File: src/rtl/telemetry_pkg.sv
// Shared definitions for the telemetry transmitter/receiver pair: frame delimiters,
// payload length and the receive FSM state encoding.
package telemetry_pkg;

    localparam logic [7:0] DELIM1        = 8'hAA;
    localparam logic [7:0] DELIM2        = 8'h55;
    localparam int         PAYLOAD_BYTES = 6;

    typedef enum logic [1:0] {
        SYNC1   = 2'd0,
        SYNC2   = 2'd1,
        PAYLOAD = 2'd2
    } rx_state_t;

    // High payload bytes only carry bits [11:8]; anything in the upper nibble is corrupt.
    function automatic logic hi_nibble_clear(input logic [7:0] b);
        return (b[7:4] == 4'h0);
    endfunction

endpackage

File: src/rtl/UART_rx.sv
// 8N1 UART receiver: double-flop synchronizer, mid-bit sampling, rdy held until clr_rdy
// or the next start bit.
module UART_rx #(
    parameter int BAUD_DIV = 2604
) (
    input  logic       clk,
    input  logic       rst_n,
    input  logic       RX,
    input  logic       clr_rdy,
    output logic [7:0] rx_data,
    output logic       rdy
);

    localparam logic [15:0] HALF_BIT = 16'(BAUD_DIV / 2);
    localparam logic [15:0] FULL_BIT = 16'(BAUD_DIV - 1);

    logic        r_rx1;
    logic        r_rx2;
    logic        r_busy;
    logic        r_rdy;
    logic [3:0]  r_bit_cnt;
    logic [15:0] r_baud_cnt;
    logic [7:0]  r_shift;

    always_ff @(posedge clk or negedge rst_n) begin
        if (!rst_n) begin
            r_rx1 <= 1'b1;
            r_rx2 <= 1'b1;
        end else begin
            r_rx1 <= RX;
            r_rx2 <= r_rx1;
        end
    end

    // Bit 0 is the start bit, 1..8 are data (LSB first), 9 is the stop bit.
    always_ff @(posedge clk or negedge rst_n) begin
        if (!rst_n) begin
            r_busy     <= 1'b0;
            r_rdy      <= 1'b0;
            r_bit_cnt  <= 4'd0;
            r_baud_cnt <= 16'd0;
            r_shift    <= 8'h00;
        end else if (!r_busy) begin
            if (!r_rx2) begin
                r_busy     <= 1'b1;
                r_rdy      <= 1'b0;
                r_bit_cnt  <= 4'd0;
                r_baud_cnt <= HALF_BIT;
            end else if (clr_rdy) begin
                r_rdy <= 1'b0;
            end
        end else if (r_baud_cnt != 16'd0) begin
            r_baud_cnt <= r_baud_cnt - 16'd1;
        end else begin
            r_baud_cnt <= FULL_BIT;
            r_bit_cnt  <= r_bit_cnt + 4'd1;
            if (r_bit_cnt == 4'd9) begin
                r_busy <= 1'b0;
                r_rdy  <= 1'b1;
            end else if (r_bit_cnt != 4'd0) begin
                r_shift <= {r_rx2, r_shift[7:1]};
            end
        end
    end

    assign rx_data = r_shift;
    assign rdy     = r_rdy;

endmodule

File: src/rtl/telemetry_rx.sv
// Telemetry frame receiver: AA 55 then three 12-bit values as hi/lo byte pairs,
// published atomically with a vld strobe; bad or stalled frames pulse frm_err.
//   state   | meaning
//   SYNC1   | hunting for 0xAA
//   SYNC2   | 0xAA seen, expecting 0x55 (further 0xAA keeps us here)
//   PAYLOAD | collecting payload byte idx into the shadow registers
module telemetry_rx
    import telemetry_pkg::*;
#(
    parameter int TIMEOUT  = 100000,
    parameter int BAUD_DIV = 2604
) (
    input  logic        clk,
    input  logic        rst,
    input  logic        RX,
    output logic [11:0] batt_v,
    output logic [11:0] avg_curr,
    output logic [11:0] avg_torque,
    output logic        vld,
    output logic        frm_err
);

    localparam logic [16:0] TMO      = 17'(TIMEOUT);
    localparam logic [2:0]  LAST_IDX = 3'(PAYLOAD_BYTES - 1);

    logic [7:0]  w_rx_data;
    logic        w_rdy;
    logic        w_clr_rdy;
    logic        w_rst_n;

    rx_state_t   r_state;
    logic [2:0]  r_idx;
    logic [16:0] r_idle;
    logic [3:0]  r_shd_hi [0:2];
    logic [7:0]  r_shd_lo [0:1];
    logic [11:0] r_batt_v;
    logic [11:0] r_avg_curr;
    logic [11:0] r_avg_torque;
    logic        r_vld;
    logic        r_frm_err;

    assign w_rst_n   = ~rst;
    assign w_clr_rdy = w_rdy;

    UART_rx #(
        .BAUD_DIV (BAUD_DIV)
    ) u_uart_rx (
        .clk     (clk),
        .rst_n   (w_rst_n),
        .RX      (RX),
        .clr_rdy (w_clr_rdy),
        .rx_data (w_rx_data),
        .rdy     (w_rdy)
    );

    // Only the low nibble of high bytes is kept; the last low byte goes straight to the outputs.
    always_ff @(posedge clk or posedge rst) begin
        if (rst) begin
            r_state      <= SYNC1;
            r_idx        <= 3'd0;
            r_idle       <= 17'd0;
            for (int i = 0; i < 3; i++) r_shd_hi[i] <= 4'h0;
            for (int i = 0; i < 2; i++) r_shd_lo[i] <= 8'h00;
            r_batt_v     <= 12'h000;
            r_avg_curr   <= 12'h000;
            r_avg_torque <= 12'h000;
            r_vld        <= 1'b0;
            r_frm_err    <= 1'b0;
        end else begin
            r_vld     <= 1'b0;
            r_frm_err <= 1'b0;
            if (w_rdy) begin
                r_idle <= 17'd0;
                case (r_state)
                    SYNC1: begin
                        if (w_rx_data == DELIM1) r_state <= SYNC2;
                    end
                    SYNC2: begin
                        if (w_rx_data == DELIM2) begin
                            r_state <= PAYLOAD;
                            r_idx   <= 3'd0;
                        end else if (w_rx_data != DELIM1) begin
                            r_state <= SYNC1;
                        end
                    end
                    PAYLOAD: begin
                        if (!r_idx[0] && !hi_nibble_clear(w_rx_data)) begin
                            r_frm_err <= 1'b1;
                            r_state   <= SYNC1;
                            r_idx     <= 3'd0;
                        end else if (r_idx == LAST_IDX) begin
                            r_batt_v     <= {r_shd_hi[0], r_shd_lo[0]};
                            r_avg_curr   <= {r_shd_hi[1], r_shd_lo[1]};
                            r_avg_torque <= {r_shd_hi[2], w_rx_data};
                            r_vld        <= 1'b1;
                            r_state      <= SYNC1;
                            r_idx        <= 3'd0;
                        end else begin
                            if (!r_idx[0]) r_shd_hi[r_idx[2:1]] <= w_rx_data[3:0];
                            else           r_shd_lo[r_idx[1]]   <= w_rx_data;
                            r_idx <= r_idx + 3'd1;
                        end
                    end
                    default: r_state <= SYNC1;
                endcase
            end else if (r_state != SYNC1) begin
                if (r_idle == TMO) begin
                    r_frm_err <= 1'b1;
                    r_state   <= SYNC1;
                    r_idx     <= 3'd0;
                    r_idle    <= 17'd0;
                end else begin
                    r_idle <= r_idle + 17'd1;
                end
            end
        end
    end

    assign batt_v     = r_batt_v;
    assign avg_curr   = r_avg_curr;
    assign avg_torque = r_avg_torque;
    assign vld        = r_vld;
    assign frm_err    = r_frm_err;

endmodule

File: config.mk
export PLATFORM = sky130hd
export DESIGN_NAME = telemetry_rx
export DESIGN_NICKNAME = d
export VERILOG_FILES = /design/src/rtl/telemetry_pkg.sv /design/src/rtl/UART_rx.sv /design/src/rtl/telemetry_rx.sv
export SDC_FILE = /design/constraint.sdc
export NUM_CORES = 1
export LEC_CHECK = 0
export CORE_UTILIZATION = 30
export DETAILED_ROUTE_END_ITERATION = 8
export GPL_TIMING_DRIVEN = 1
export SYNTH_ARGS = -nofsm -noshare
export SYNTH_HDL_FRONTEND = slang
export SYNTH_SLANG_ARGS = --single-unit
File: constraint.sdc
create_clock -name clk -period 6.8 [get_ports clk]
set_clock_uncertainty 0.15 [all_clocks]
set_input_delay 1.02 -clock clk [delete_from_list [all_inputs] [get_ports clk]]
set_output_delay 1.02 -clock clk [all_outputs]
set_load 0.005 [all_outputs]
==> results of run 1 <==
[worst reg2reg max path: stages (launching register included)]
cell,delay (ns)
dfrtp_1,0.40
inv_1,0.11
ha_1,0.15
nor4bb_1,0.29
nand4_1,0.18
o21ai_1,0.93
and3b_1,0.28
mux2_2,0.33
[metrics by stage]
stage / setup WS [ns] / utilization
floorplan: 2.45 / -
global placement: 3.78 / 0.347
detailed placement: 3.76 / 0.347
CTS: 3.82 / 0.383
global route: 3.59 / 0.383
finish: 3.87 / 0.383
[flip-flops by register name, summed over array words and instances (netlist names)]
| register | flops |
|---|---|
| vld | 1 |
| r_state | 2 |
| batt_v | 12 |
| r_idx | 3 |
| u_uart_rx.r_rx1 | 1 |
| u_uart_rx.rdy | 1 |
| u_uart_rx.r_rx2 | 1 |
| r_shd_lo | 16 |
| frm_err | 1 |
| r_shd_hi | 12 |
| r_idle | 17 |
| avg_curr | 12 |
| u_uart_rx.r_bit_cnt | 4 |
| avg_torque | 12 |
| u_uart_rx.r_baud_cnt | 16 |
| u_uart_rx.r_busy | 1 |
| u_uart_rx.rx_data | 8 |
[area by class of cell]
cell class / count / area, um^2 / share of cell area
Clock inverter: 13 / 190 / 0.0283
Multi-Input combinational cell: 298 / 2320 / 0.345
Timing Repair Buffer: 42 / 415 / 0.0618
Clock buffer: 19 / 443 / 0.0659
Sequential cell: 120 / 3010 / 0.447
Tap cell: 225 / 282 / 0.0419
Inverter: 18 / 70.1 / 0.0104
[logic make-up (layout without fill, tap and decap cells)]
| group | after synthesis | in the layout |
|---|---|---|
| simple gates | 135 | 135 |
| flops | 120 | 120 |
| mux | 76 | 76 |
| compound gates | 63 | 63 |
| buf+inv | 33 | 92 |
| xor+xnor | 15 | 15 |
| fa+ha+maj | 9 | 9 |
[cells in the final DEF (no fill, tap or decap), types with 3 or more instances in the layout]
master / n
nand2b_1: 3
o31ai_1: 4
nand3_1: 12
nor2b_1: 8
inv_1: 17
o21ai_1: 3
o21ai_0: 11
dfrtp_1: 118
or3_1: 5
o2bb2ai_1: 3
nor3_1: 6
nand2_1: 33
nor4_1: 3
o22ai_1: 5
a31oi_1: 4
nor2_1: 25
clkdlybuf4s50_1: 40
nor4b_1: 4
mux2_2: 74
ha_1: 9
xnor2_1: 9
bufinv_16: 4
nor3_2: 4
xor2_1: 6
nand4_1: 9
a22oi_1: 3
a21oi_1: 16
inv_6: 4
or4_1: 4
clkbuf_16: 17
[metal layers]
layer	GRT usage	wire length [um]	vias to the layer above
met5	0	0	-
met4	0.0513	175	0
met3	0.0337	333	14
met2	0.197	5440	72
met1	0.168	5280	1886
li1	-	-	1716
[how the worst min path moves through the flow]
stage	endpoint	slack, ns	cells after the start
finish	u_uart_rx.r_rx2	0.21	0
global route	u_uart_rx.r_rx2	0.21	0
CTS	u_uart_rx.r_rx2	0.21	0
detailed placement	u_uart_rx.r_rx2	0.20	0
global placement	u_uart_rx.r_rx2	0.20	0
floorplan	u_uart_rx.r_rx2	0.20	0
[power groups by stage]
stage / Sequential [mW] / Combinational [mW] / Clock (mW)
6_report: 0.716 / 0.0159 / 0.955
5_1_grt: 0.716 / 0.0191 / 0.998
4_1_cts: 0.716 / 0.0170 / 0.971
3_5_place_dp: 0.729 / 0.0170 / 0
3_3_place_gp: 0.729 / 0.0168 / 0
2_1_floorplan: 0.729 / 0.0110 / 0
==> run_results.csv, run 1 <==
group,metric,value,unit
logic_synthesis,synth_simple_gate_area_frac,0.148,
cts,htreeDepth,4,
power_and_ir_drop,power_frac_comb,0.009,
logic_synthesis,ys_types,60,
worst_setup_path,ff2ff_setup_slack,3.87,ns
cts,cts_hold_buffers,0,
logic_synthesis,synthAdderAreaFrac,0.0206,
detailed_routing,ant_nets,0,
global_route,grt-ovfl-total,0,
cells_and_area,fin_cells,735,
logic_synthesis,syn_area_per_cell,12.1,um^2
logic_synthesis,ys.flop_type,"dfrtp_1",
cts,ctsLongestPathBuffers,2,
worst_setup_path,r2r_start,"r_idle[0]",
timing,max_slew_margin,0.221,
worst_setup_path,path_delay_family,"compound AO/OA/AOI/OAI gates",
timing,hold_violations,0,
power_and_ir_drop,power_density,251,mW/mm^2
timing,fin_crit_sh,0.431,
global_route,track_usage,0.127,
worst_setup_path,crit_slowest_cell,"o21ai_1",
logic_synthesis,ys_seq_area_frac,0.551,
cells_and_area,fillers,1698,
placement,dp_cells,703,
worst_setup_path,critPathKind,"reg2reg",
min_path,min_from,"u_uart_rx.r_rx1",
power_and_ir_drop,internal_power,1.34,mW
timing,post-route-min-period,2.93,ns
logic_synthesis,ys_async_sr_fraction,1.00,
worst_setup_path,reg2reg_depth,7,
logic_synthesis,synth_top_family_by_area,"multiplexers",
cts,postCtsSetupRepairBufs,0,
power_and_ir_drop,p_total,1.69,mW
outcome,outcome,"finished, final reports clean",
die,start_util,0.311,
worst_setup_path,critPathRequiredTime,6.95,ns
logic_synthesis,synth_common_cells,"118 x dfrtp_1, 74 x mux2_2, 33 x nand2_1",
power_and_ir_drop,switchingPower,343,uW
logic_synthesis,yosysTopAreaCell,"dfrtp_1",
worst_setup_path,max_stage_delay,0.93,ns
timing,setup-tns-final,0,ns
timing,rsz0062_at_grt,"false",
timing,clock.fmax,341,MHz
timing,maxSlewViolCount,0,
die,rows,48,
cts,clock-root-buffer,"clkbuf_16",
die,dieHeight,137,um
cts,cts_tree,"done",
timing,setup_viol,0,
cells_and_area,layout-drive-gt1-share,0.249,
cells_and_area,antenna_cells,0,
placement,portBuffers,40,
detailed_routing,first_pass_iters,4,
worst_setup_path,start_kind,"flop",
worst_setup_path,cp-startpoint,"r_idle[0]",
min_path,hold_path.class,"reg2reg",
power_and_ir_drop,pwr-share-clk,0.566,
timing,hold_ws,0.209,ns
worst_setup_path,cp_cell_sequence,"inv_1 > ha_1 > nor4bb_1 > nand4_1 > o21ai_1 > and3b_1 > mux2_2",
detailed_routing,viasPerCell,5.02,
worst_setup_path,cp.arrival,3.08,ns
logic_synthesis,yosysTopAreaCellShare,0.541,
logic_synthesis,netlist_area,0.00546,mm^2
cts,numCtsBuffers,17,
worst_setup_path,crit_cells,7,
die,die_area,0.0187,mm^2
power_and_ir_drop,peakVddDrop,0.207,mV
cells_and_area,final_cell_area,0.00673,mm^2
detailed_routing,drtIter0Drc,240,
power_and_ir_drop,p_seq_frac,0.425,
detailed_routing,drc_errors,0,
placement,place_congestion,0.789,
power_and_ir_drop,switching_share,0.203,
cts,clk_pin_slew_worst_paths,0.06,ns
timing,tightestPinTransition,1.16,ns
logic_synthesis,syn_inst,451,
cts,ctsResizeCount,0,
global_route,grt_pass1_vias,3644,
logic_synthesis,yosys-top-cells-area,"dfrtp_1 54%, mux2_2 15%, nand2_1 2.3%, ha_1 2.1%, nor2_1 1.7%",
cts,cts.sinks,120,
die,io_pins,41,
worst_setup_path,cp_max_fo,16,
logic_synthesis,synth_xor_area_frac,0.0241,
placement,hpwl,7550,um
detailed_routing,wl_per_cell,15.3,um
flow_run,max_cap_violations,0,
detailed_routing,drt_wl_total,11200,um
logic_synthesis,ys_seq_elements,120,
power_and_ir_drop,p_leak,3.05,nW
logic_synthesis,syn_nets,463,
global_route,grt_pass1_wl,18400,um
global_route,antenna_found_initial,0,
die,die_x,137,um
cells_and_area,final_net_count,509,
worst_setup_path,timing.critical_path.to,"r_state[1]",
logic_synthesis,synth-edff-count,0,
cts,clock_latency,0.41,ns
die,core_area,0.0175,mm^2
logic_synthesis,yosys_warnings,0,
worst_setup_path,path_buf_inv,1,
global_route,grt_max_degree,67,
placement,place_area,0.00609,mm^2
cells_and_area,syn2layout_area_growth,23.3,%
logic_synthesis,synth_compound_area_frac,0.0750,
detailed_routing,vias,3688,
logic_synthesis,synth_mux_area_frac,0.156,
logic_synthesis,yosysMostFrequentCell,"dfrtp_1",
worst_setup_path,critPathCaptureType,"flop",
worst_setup_path,reg2reg_to,"r_state[1]",
Note: power is estimated with default switching activity, not from simulation.
==> run 2: changes to the inputs <==
==> constraint.sdc (replaced) <==
create_clock -name clk -period 2.9 [get_ports clk]
set_clock_uncertainty 0.15 [all_clocks]
set_input_delay 0.435 -clock clk [delete_from_list [all_inputs] [get_ports clk]]
set_output_delay 0.435 -clock clk [all_outputs]
set_load 0.005 [all_outputs]
==> run 2 against run 1 <==
Power is 130% higher. Final area is 0.41% higher. Flip-flop and latch count stayed put. Global-route usage is 0.40 points higher. Die area stayed put. Via count is 0.46% lower. Hold slack worse by 0.0046 ns. Core utilization is 0.16 points higher. Sequential share of layout area is 0.18 points lower. Critical path depth stayed put. Non-clock buffer count is 3 higher.
==> run_results.csv, run 2 (synthesis results as in run 1) <==
group,metric,value,unit
flow_run,max_cap_violations,0,
timing,maxSlewViolCount,0,
cells_and_area,regMostFlops,"r_idle",
detailed_routing,drc_errors,0,
die,die_area,0.0187,mm^2
cts,cts_tree,"done",
detailed_routing,first_pass_iters,4,
cts,numCtsBuffers,17,
power_and_ir_drop,internal_power,3.19,mW
power_and_ir_drop,switching_share,0.189,
timing,tightestPinTransition,0.627,ns
worst_setup_path,critPathRequiredTime,3.04,ns
cts,ctsLongestPathBuffers,2,
outcome,outcome,"finished, final reports clean",
global_route,antenna_found_initial,0,
global_route,track_usage,0.131,
cells_and_area,layout-drive-gt1-share,0.248,
cts,ctsResizeCount,0,
timing,setup-tns-final,0,ns
cts,cts_hold_buffers,0,
worst_setup_path,reg2reg_depth,7,
power_and_ir_drop,p_leak,3.06,nW
timing,fin_crit_sh,0.806,
global_route,grt-ovfl-total,0,
global_route,grt_max_degree,73,
detailed_routing,drtIter0Drc,123,
power_and_ir_drop,switchingPower,745,uW
min_path,whs_path_depth,0,
die,core_area,0.0175,mm^2
cells_and_area,syn2layout_area_growth,23.8,%
cells_and_area,largest_reg_flops,17,
cts,postCtsSetupRepairBufs,0,
cts,htreeDepth,4,
detailed_routing,vias,3671,
timing,hold_ws,0.204,ns
timing,setup_viol,0,
cts,clock_latency,0.41,ns
die,io_pins,41,
die,dieHeight,137,um
cells_and_area,fillers,1674,
cells_and_area,final_net_count,512,
timing,clock.fmax,428,MHz
worst_setup_path,ff2ff_setup_slack,0.56,ns
worst_setup_path,critPathCaptureType,"flop",
power_and_ir_drop,peakVddDrop,0.399,mV
detailed_routing,viasPerCell,4.97,
worst_setup_path,critPathKind,"reg2reg",
die,start_util,0.311,
placement,place_congestion,0.765,
detailed_routing,drt_wl_total,11000,um
timing,max_slew_margin,0.582,
worst_setup_path,cp.arrival,2.48,ns
cells_and_area,finalCoreUtilization,0.385,
cells_and_area,top_regs,"r_idle (17), r_shd_lo (16), u_uart_rx.r_baud_cnt (16)",
detailed_routing,wl_per_cell,14.9,um
detailed_routing,ant_nets,0,
global_route,grt_pass1_wl,18900,um
cts,clk_pin_slew_worst_paths,0.05,ns
worst_setup_path,start_kind,"flop",
worst_setup_path,cp_max_fo,9,
cells_and_area,final_cell_mix,"118 x dfrtp_1, 74 x mux2_2, 40 x clkdlybuf4s50_1",
die,die_x,137,um
cts,clock-root-buffer,"clkbuf_16",
min_path,hold_path.class,"reg2reg",
placement,portBuffers,40,
cells_and_area,antenna_cells,0,
global_route,grt_pass1_vias,3813,
power_and_ir_drop,pwr-share-clk,0.562,
timing,rsz0062_at_grt,"false",
timing,hold_violations,0,
power_and_ir_drop,p_seq_frac,0.427,
cells_and_area,layout_commonest_cell,"dfrtp_1",
timing,post-route-min-period,2.34,ns
power_and_ir_drop,power_density,582,mW/mm^2
power_and_ir_drop,power_frac_comb,0.010,
cts,cts.sinks,120,
placement,hpwl,7400,um
die,rows,48,
run 2: path summary, 6_finish.rpt:
path / startpoint / end
max in group asynchronous: rst / u_uart_rx.r_rx2
worst min register to register: u_uart_rx.r_rx1 / u_uart_rx.r_rx2
min in group asynchronous: rst / r_idle[12]
worst max-delay path: r_state[0] / r_idle[15]
worst max register to register: r_state[0] / r_idle[15]
worst min-delay path: u_uart_rx.r_rx1 / u_uart_rx.r_rx2
run 2: power groups by stage:
stage          Combinational [mW]  Sequential [mW]  Clock [mW]
4_1_cts                    0.0441             1.68        2.25
3_3_place_gp               0.0427             1.71           0
5_1_grt                    0.0485             1.68        2.33
3_5_place_dp               0.0440             1.71           0
6_report                   0.0410             1.68        2.21
2_1_floorplan              0.0262             1.71           0
run 2: final cells by class:
class	count	area [um^2]	share of cell area
clock inverters	8	143	0.0211
flip-flops and latches	120	3010	0.445
clock buffers	24	482	0.0713
inverters	18	71.3	0.0106
repair buffers	45	450	0.0667
well taps	225	282	0.0417
multi-input cells	298	2320	0.344
run 2: metrics by stage:
stage               instances  total power, mW  worst slack [ns]  area (um^2)
floorplan                 451             1.73             0.745         5460
global placement          706             1.75             0.628         6130
detailed placement        706             1.75             0.565         6130
CTS                       738             3.98             0.552         6750
global route              738             4.06             0.336         6750
finish                    738             3.93             0.564         6750
run 2: layer usage:
layer | track usage | vias up | wire length [um]
met5 | 0 | - | 0
met4 | 0.0568 | 0 | 150
met3 | 0.0363 | 12 | 399
met2 | 0.206 | 64 | 5400
met1 | 0.168 | 1865 | 5050
li1 | - | 1730 | -
run 2: worst max-delay path: stages (launching register included):
cell     delay (ns)
dfrtp_1        0.34
inv_1          0.08
ha_1           0.28
nor2b_1        0.22
or4_1          0.57
nor4_1         0.35
xnor2_1        0.16
nor2_1         0.06
